<file path="src/rtl/alu_seq_pkg.sv">
// Shared command encodings, FSM states and helpers for the sequential ALU.
package alu_seq_pkg;

  localparam logic [3:0] CMD_ADD  = 4'b0000;
  localparam logic [3:0] CMD_INC  = 4'b0001;
  localparam logic [3:0] CMD_SUB  = 4'b0010;
  localparam logic [3:0] CMD_DEC  = 4'b0011;
  localparam logic [3:0] CMD_MUL  = 4'b0100;
  localparam logic [3:0] CMD_DIV  = 4'b0101;
  localparam logic [3:0] CMD_SHR  = 4'b0110;
  localparam logic [3:0] CMD_SHL  = 4'b0111;
  localparam logic [3:0] CMD_AND  = 4'b1000;
  localparam logic [3:0] CMD_OR   = 4'b1001;
  localparam logic [3:0] CMD_INV  = 4'b1010;
  localparam logic [3:0] CMD_NAND = 4'b1011;
  localparam logic [3:0] CMD_NOR  = 4'b1100;
  localparam logic [3:0] CMD_XOR  = 4'b1101;
  localparam logic [3:0] CMD_XNOR = 4'b1110;
  localparam logic [3:0] CMD_BUF  = 4'b1111;

  typedef enum logic [1:0] {ST_IDLE, ST_MUL, ST_DIV, ST_DONE} state_t;

  typedef enum logic {MD_MUL, MD_DIV} md_mode_t;

  function automatic logic is_multicycle(input logic [3:0] cmd);
    return (cmd == CMD_MUL) || (cmd == CMD_DIV);
  endfunction

endpackage

</file>
<file path="src/rtl/alu_seq_muldiv.sv">
// Shared iterative engine: shift-add multiply and restoring divide, one bit per clock.
module alu_seq_muldiv
  import alu_seq_pkg::*;
#(
  parameter int WIDTH = 8,
  localparam int CNT_W = $clog2(WIDTH) + 1
) (
  input  logic               clk,
  input  logic               rst_n,
  input  logic               load,
  input  md_mode_t           mode,
  input  logic [WIDTH-1:0]   a,
  input  logic [WIDTH-1:0]   b,
  output logic               last,
  output logic [2*WIDTH-1:0] product,
  output logic [WIDTH-1:0]   quotient,
  output logic [WIDTH-1:0]   remainder
);

  logic [WIDTH-1:0] acc, sr, opb;
  logic [WIDTH-1:0] acc_next, sr_next;
  logic [CNT_W-1:0] cnt;
  logic [WIDTH:0]   add_sum;
  logic [WIDTH+1:0] trial;

  // acc:sr is the partial product (multiply) or remainder:dividend/quotient (divide)
  always_comb begin
    add_sum = {1'b0, acc} + (sr[0] ? {1'b0, opb} : '0);
    trial   = {1'b0, acc, sr[WIDTH-1]} - {2'b00, opb};
    if (mode == MD_MUL) begin
      acc_next = add_sum[WIDTH:1];
      sr_next  = {add_sum[0], sr[WIDTH-1:1]};
    end else if (trial[WIDTH+1]) begin
      acc_next = {acc[WIDTH-2:0], sr[WIDTH-1]};
      sr_next  = {sr[WIDTH-2:0], 1'b0};
    end else begin
      acc_next = trial[WIDTH-1:0];
      sr_next  = {sr[WIDTH-2:0], 1'b1};
    end
  end

  always_ff @(posedge clk or negedge rst_n) begin
    if (!rst_n) begin
      acc <= '0;
      sr  <= '0;
      opb <= '0;
      cnt <= '0;
    end else if (load) begin
      acc <= '0;
      sr  <= a;
      opb <= b;
      cnt <= CNT_W'(WIDTH);
    end else if (cnt != '0) begin
      acc <= acc_next;
      sr  <= sr_next;
      cnt <= cnt - 1'b1;
    end
  end

  // Results are the post-step values so the final iteration can be captured directly
  assign last      = (cnt == CNT_W'(1));
  assign product   = {acc_next, sr_next};
  assign quotient  = sr_next;
  assign remainder = acc_next;

endmodule

</file>
<file path="src/rtl/alu_seq.sv">
// Clocked ALU with start/busy/done handshake, registered result and flags.
module alu_seq
  import alu_seq_pkg::*;
#(
  parameter int WIDTH = 8
) (
  input  logic               clk,
  input  logic               rst_n,
  input  logic               en,
  input  logic               start,
  input  logic [3:0]         command,
  input  logic [WIDTH-1:0]   a,
  input  logic [WIDTH-1:0]   b,
  output logic               busy,
  output logic               done,
  output logic [2*WIDTH-1:0] y,
  output logic               zero,
  output logic               carry,
  output logic               dbz
);

  localparam int PAD = WIDTH - 1;

  state_t state, state_next;
  md_mode_t mode;
  logic [2*WIDTH-1:0] y_reg, y_next, op_res, product;
  logic [WIDTH-1:0] quotient, remainder, addend;
  logic [WIDTH:0] sum, diff;
  logic carry_reg, dbz_reg, zero_reg, done_reg;
  logic op_carry, op_dbz, res_carry, res_dbz;
  logic write, load, last;

  alu_seq_muldiv #(.WIDTH(WIDTH)) u_muldiv (
    .clk       (clk),
    .rst_n     (rst_n),
    .load      (load),
    .mode      (mode),
    .a         (a),
    .b         (b),
    .last      (last),
    .product   (product),
    .quotient  (quotient),
    .remainder (remainder)
  );

  // INC/DEC share the ADD/SUB adder with a constant-one operand
  always_comb begin
    op_res   = '0;
    op_carry = 1'b0;
    op_dbz   = 1'b0;
    addend   = (command == CMD_INC || command == CMD_DEC) ? WIDTH'(1) : b;
    sum      = {1'b0, a} + {1'b0, addend};
    diff     = {1'b0, a} - {1'b0, addend};
    case (command)
      CMD_ADD, CMD_INC: begin
        op_res   = {{PAD{1'b0}}, sum};
        op_carry = sum[WIDTH];
      end
      CMD_SUB, CMD_DEC: begin
        op_res   = {{PAD{1'b0}}, diff};
        op_carry = diff[WIDTH];
      end
      CMD_DIV: begin
        op_res = {a, {WIDTH{1'b1}}};
        op_dbz = 1'b1;
      end
      CMD_SHR:  op_res = {{WIDTH{1'b0}}, 1'b0, a[WIDTH-1:1]};
      CMD_SHL:  op_res = {{PAD{1'b0}}, a, 1'b0};
      CMD_AND:  op_res = {{WIDTH{1'b0}}, a & b};
      CMD_OR:   op_res = {{WIDTH{1'b0}}, a | b};
      CMD_INV:  op_res = {{WIDTH{1'b0}}, ~a};
      CMD_NAND: op_res = {{WIDTH{1'b0}}, ~(a & b)};
      CMD_NOR:  op_res = {{WIDTH{1'b0}}, ~(a | b)};
      CMD_XOR:  op_res = {{WIDTH{1'b0}}, a ^ b};
      CMD_XNOR: op_res = {{WIDTH{1'b0}}, ~(a ^ b)};
      CMD_BUF:  op_res = {{WIDTH{1'b0}}, a};
      default:  op_res = '0;
    endcase
  end

  always_comb begin
    state_next = state;
    load       = 1'b0;
    write      = 1'b0;
    y_next     = op_res;
    res_carry  = op_carry;
    res_dbz    = op_dbz;
    mode       = (state == ST_DIV) ? MD_DIV : MD_MUL;
    case (state)
      ST_IDLE: begin
        if (start && en) begin
          if (is_multicycle(command) && !(command == CMD_DIV && b == '0)) begin
            load       = 1'b1;
            state_next = (command == CMD_MUL) ? ST_MUL : ST_DIV;
          end else begin
            write = 1'b1;
          end
        end
      end
      ST_MUL, ST_DIV: begin
        if (last) begin
          write      = 1'b1;
          y_next     = (state == ST_MUL) ? product : {remainder, quotient};
          res_carry  = 1'b0;
          res_dbz    = 1'b0;
          state_next = ST_DONE;
        end
      end
      ST_DONE: state_next = ST_IDLE;
      default: state_next = ST_IDLE;
    endcase
  end

  always_ff @(posedge clk or negedge rst_n) begin
    if (!rst_n) begin
      state     <= ST_IDLE;
      y_reg     <= '0;
      zero_reg  <= 1'b1;
      carry_reg <= 1'b0;
      dbz_reg   <= 1'b0;
      done_reg  <= 1'b0;
    end else begin
      state    <= state_next;
      done_reg <= write;
      if (write) begin
        y_reg     <= y_next;
        zero_reg  <= (y_next == '0);
        carry_reg <= res_carry;
        dbz_reg   <= res_dbz;
      end
    end
  end

  // The stored result survives en low; only the visible outputs are masked
  assign busy  = (state == ST_MUL) || (state == ST_DIV);
  assign done  = done_reg;
  assign y     = en ? y_reg : '0;
  assign zero  = en & zero_reg;
  assign carry = en & carry_reg;
  assign dbz   = en & dbz_reg;

endmodule
</file>
<file path="config.mk">
export PLATFORM = sky130hd
export DESIGN_NAME = alu_seq
export DESIGN_NICKNAME = d
export VERILOG_FILES = /design/src/rtl/alu_seq_pkg.sv /design/src/rtl/alu_seq_muldiv.sv /design/src/rtl/alu_seq.sv
export SDC_FILE = /design/constraint.sdc
export NUM_CORES = 1
export LEC_CHECK = 0
export ABC_CLOCK_PERIOD_IN_PS = 2600
export BUFFER_PORTS_ARGS = -buffer_cell sky130_fd_sc_hd__buf_4
export CORE_MARGIN = 2
export CORE_UTILIZATION = 25
export DETAILED_ROUTE_END_ITERATION = 16
export MAX_ROUTING_LAYER = met4
export PLACE_DENSITY_LB_ADDON = 0.2
export SLEW_MARGIN = 25
export SYNTH_ARGS = -nofsm -noshare
export SYNTH_HDL_FRONTEND = slang
export SYNTH_SLANG_ARGS = --single-unit
</file>
<file path="constraint.sdc">
create_clock -name clk -period 2.6 [get_ports clk]
set_input_delay 0.13 -clock clk [delete_from_list [all_inputs] [get_ports clk]]
set_output_delay 0.13 -clock clk [all_outputs]
set_load 0.01 [all_outputs]
</file>
==> run summary <==
Top cells by area, synth -> dfrtp_1 22%, ha_1 13%, nand2_1 5.8%
Top-count cell post-synth -> nand2_1
ANT nets after route -> 0
Total length of routed wires -> 20500 um
RD Place Congestion -> 0.889
Yosys reg bits -> 50
CP Cell Sequence -> buf_4 > and2_4 > buf_4 > ha_4 > a211oi_2 > nor2_2 > o31a_1 > a211o_1 > o211ai_1 > a32oi_1 > nand4_1 > o21ai_1
Clock sinks -> 50
Fmax -> 0.397 GHz
Final Instance Count excl. Fillers -> 1129
Core Area -> 22400 sq um
Final Hold Fails -> 0
CTS root buffer -> clkbuf_16
Remaining global-route overflow -> 0
Slew @ Worst Pin -> 702 ps
Highest ir drop seen on vdd -> 0.000453 V
Filler cell count -> 2382
DRT iter0 DRCs -> 368
Comb pwr share -> 74.5%
Syn Std Cell Area -> 5670 sq um
Post-synth cell types -> 81
CP Launch Point -> u_muldiv.sr[0]
Worst r2r src -> u_muldiv.sr[0]
Sequential area share after synthesis -> 22.1%
Kind of critical path -> flop to flop
Slew headroom -> 53.2%
YS warnings -> 0
Critical path buffers and inverters -> 2
Final Critical Period -> 2520 ps
HP Start -> b[7]
Clock slew at reported path FFs -> 70 ps
Delay-heaviest family, CP -> compound AO/OA/AOI/OAI gates
Int Pwr -> 4.67 mW
Syn_area_per_cell -> 7.82 sq um
Area leader, netlist -> dfrtp_1
Clock Skew -> 7.74 ps
Number of synthesized flops with an enable pin -> 0
Max Slew Vio Count -> 0
Chip Height -> 155 um
Share of cells above drive strength 1 -> 27.5%
Tcrit/Tclk final -> 96.9%
Post-synth top cells -> 88 x nand2_1, 58 x ha_1, 53 x inv_1
FFs w/ async S/R, synth -> 100%
Initial antenna violation count -> 0
Dpl cells -> 1118
Outcome -> finished clean
DP HPWL -> 16100 um
Most used cell along the critical path -> buf_4
RSZ-0062 raised after global routing -> true
Hold WC Path Type -> input port to flop
Total GRT Usage -> 17.8%
Number of max-cap violations -> 0
Cell Pwr Density -> 1150 nW/um^2
Worst Path Max Fanout -> 5
Seq pwr share -> 16.6%
CP startpoint kind -> flop
Vias in the first global route -> 5643
H-tree levels -> 2
Number of flip-flops in the largest register -> 16
Vias per std cell -> 5.11
Initial Util -> 25.3%
Synth Flop Type -> dfrtp_1
Critical path's largest stage delay -> 380 ps
Clock latency on the worst-skew pair -> 300 ps
DR WL/cell -> 18.2 um
Switching fraction of total power -> 46.1%
Row Count -> 55
Pre-antenna DRT Iters -> 5
Final setup fails -> 0
Final net count -> 929
Largest net degree at the start of global routing -> 51
Total power -> 8.66 mW
Num CTS Buffers -> 5
Req. time, crit path -> 2830 ps
Psw -> 4.00 mW
Syn nets -> 811
Crit path DAT -> 2750 ps
# IOs -> 45
Antenna Cells -> 0
CP Capture Type -> flop
Leakage -> 3.39 nW
Die Width -> 155 um
Area growth, synth to finish -> 32.4%
Clock share of power -> 9.0%
CP max stage cell -> dfrtp_1
Die ar. -> 23900 sq um
Global-route wire length before repair -> 32200 um
Vias -> 5764
Port Buf Inserts -> 44
Number of remaining DRC errors -> 0
CTS tree -> done
Area fraction of the dominant cell type after synthesis -> 21.6%
Cells after Synth -> 725
Max clock buf depth -> 2
==> kinds of logic (layout without fill, tap and decap cells) <==
family,after synthesis,count (layout),share of synthesized area [%]
simple gates,277,277,24.6
compound gates,211,211,26.4
buf+inv,93,212,6.82
fa+ha+maj,62,62,14.2
flops,50,50,22.1
mux,23,23,4.46
xor+xnor,9,9,1.39
==> routing by layer <==
layer | GRT usage [%] | part of all wire [%]
met1 | 24.1 | 48
met5 | - | 0
met4 | 4.89 | 1.6
met2 | 28.4 | 47
met3 | 1.74 | 3.4
==> layout by cell type, fill, tap and decap left out, types with 4 or more instances in the layout <==
master / n
inv_2: 4
nor3_1: 14
buf_12: 4
a211oi_1: 18
nor2b_1: 15
nor4_1: 5
a221oi_1: 6
a21oi_2: 4
mux2_2: 5
or3_1: 4
nand3_1: 17
and2_1: 30
clkbuf_16: 5
nand4_1: 5
or2_2: 4
a21o_1: 8
nand2b_1: 13
o21ai_0: 45
ha_1: 52
o31a_1: 5
nand2_1: 84
ha_4: 6
xor2_1: 6
nor2_1: 50
inv_1: 50
dfrtp_1: 49
a211oi_2: 6
a21oi_1: 25
mux2i_1: 14
a31oi_1: 9
buf_4: 145
o31ai_1: 9
o211ai_1: 11
o21ai_2: 4
o22ai_1: 4
==> timing repair <==
| item | CTS | global route |
|---|---|---|
| cloned | 0 | 0 |
| endpoints found under the setup margin | 9 | 13 |
| hold buffers | 1 | 0 |
| pin swaps | 9 | 27 |
| gates resized for setup | 12 | 38 |
| setup buffers | 0 | 2 |
| hold endpoints to repair | 49 | 0 |
==> worst min-delay path: stages <==
cell and delay (ps):
buf_4 120, nand2_1 50, o21ai_0 60
==> through the flow <==
stage	hold slack, ps	util (%)	worst slack [ps]	TNS (ps)	instance area (sq um)
floorplan	-166	-	8.63	0	5760
global placement	232	31.5	-243	-824	7070
detailed placement	232	31.5	-224	-1080	7070
CTS	96.5	32.5	-36.2	-36.2	7290
global route	132	33.4	-45.6	-146	7500
finish	102	33.4	80.5	0	7500
==> area by class of cell <==
type                    count  area (sq um)  share of cell area (%)
well taps                 285           357                    4.75
flip-flops and latches     50          1250                    16.7
clock inverters             2          37.5                   0.500
repair buffers            150          1180                    15.7
inverters                  54           203                    2.70
multi-input cells         582          4340                    57.9
clock buffers               6           129                    1.72
==> path summary, 6_finish.rpt <==
path                       slack [ps]         endpoint  cells past startpoint
min in group asynchronous         400  u_muldiv.acc[2]                      2
max                                80         zero_reg                     12
max in group asynchronous        1710  u_muldiv.acc[7]                      2
min                               100  u_muldiv.opb[7]                      3
max reg2reg                        80         zero_reg                     12
min reg2reg                       470         zero_reg                      2
==> power groups by stage <==
| stage | sequential (mW) | combinational (mW) | clock (mW) |
|---|---|---|---|
| after floorplan | 1.38 | 3.54 | 0 |
| after global placement | 1.44 | 5.84 | 0 |
| after detailed placement | 1.44 | 5.82 | 0 |
| after CTS | 1.43 | 5.98 | 0.799 |
| after global routing | 1.49 | 7.13 | 0.826 |
| final | 1.44 | 6.45 | 0.776 |
Note: power is estimated with default switching activity, not from simulation.
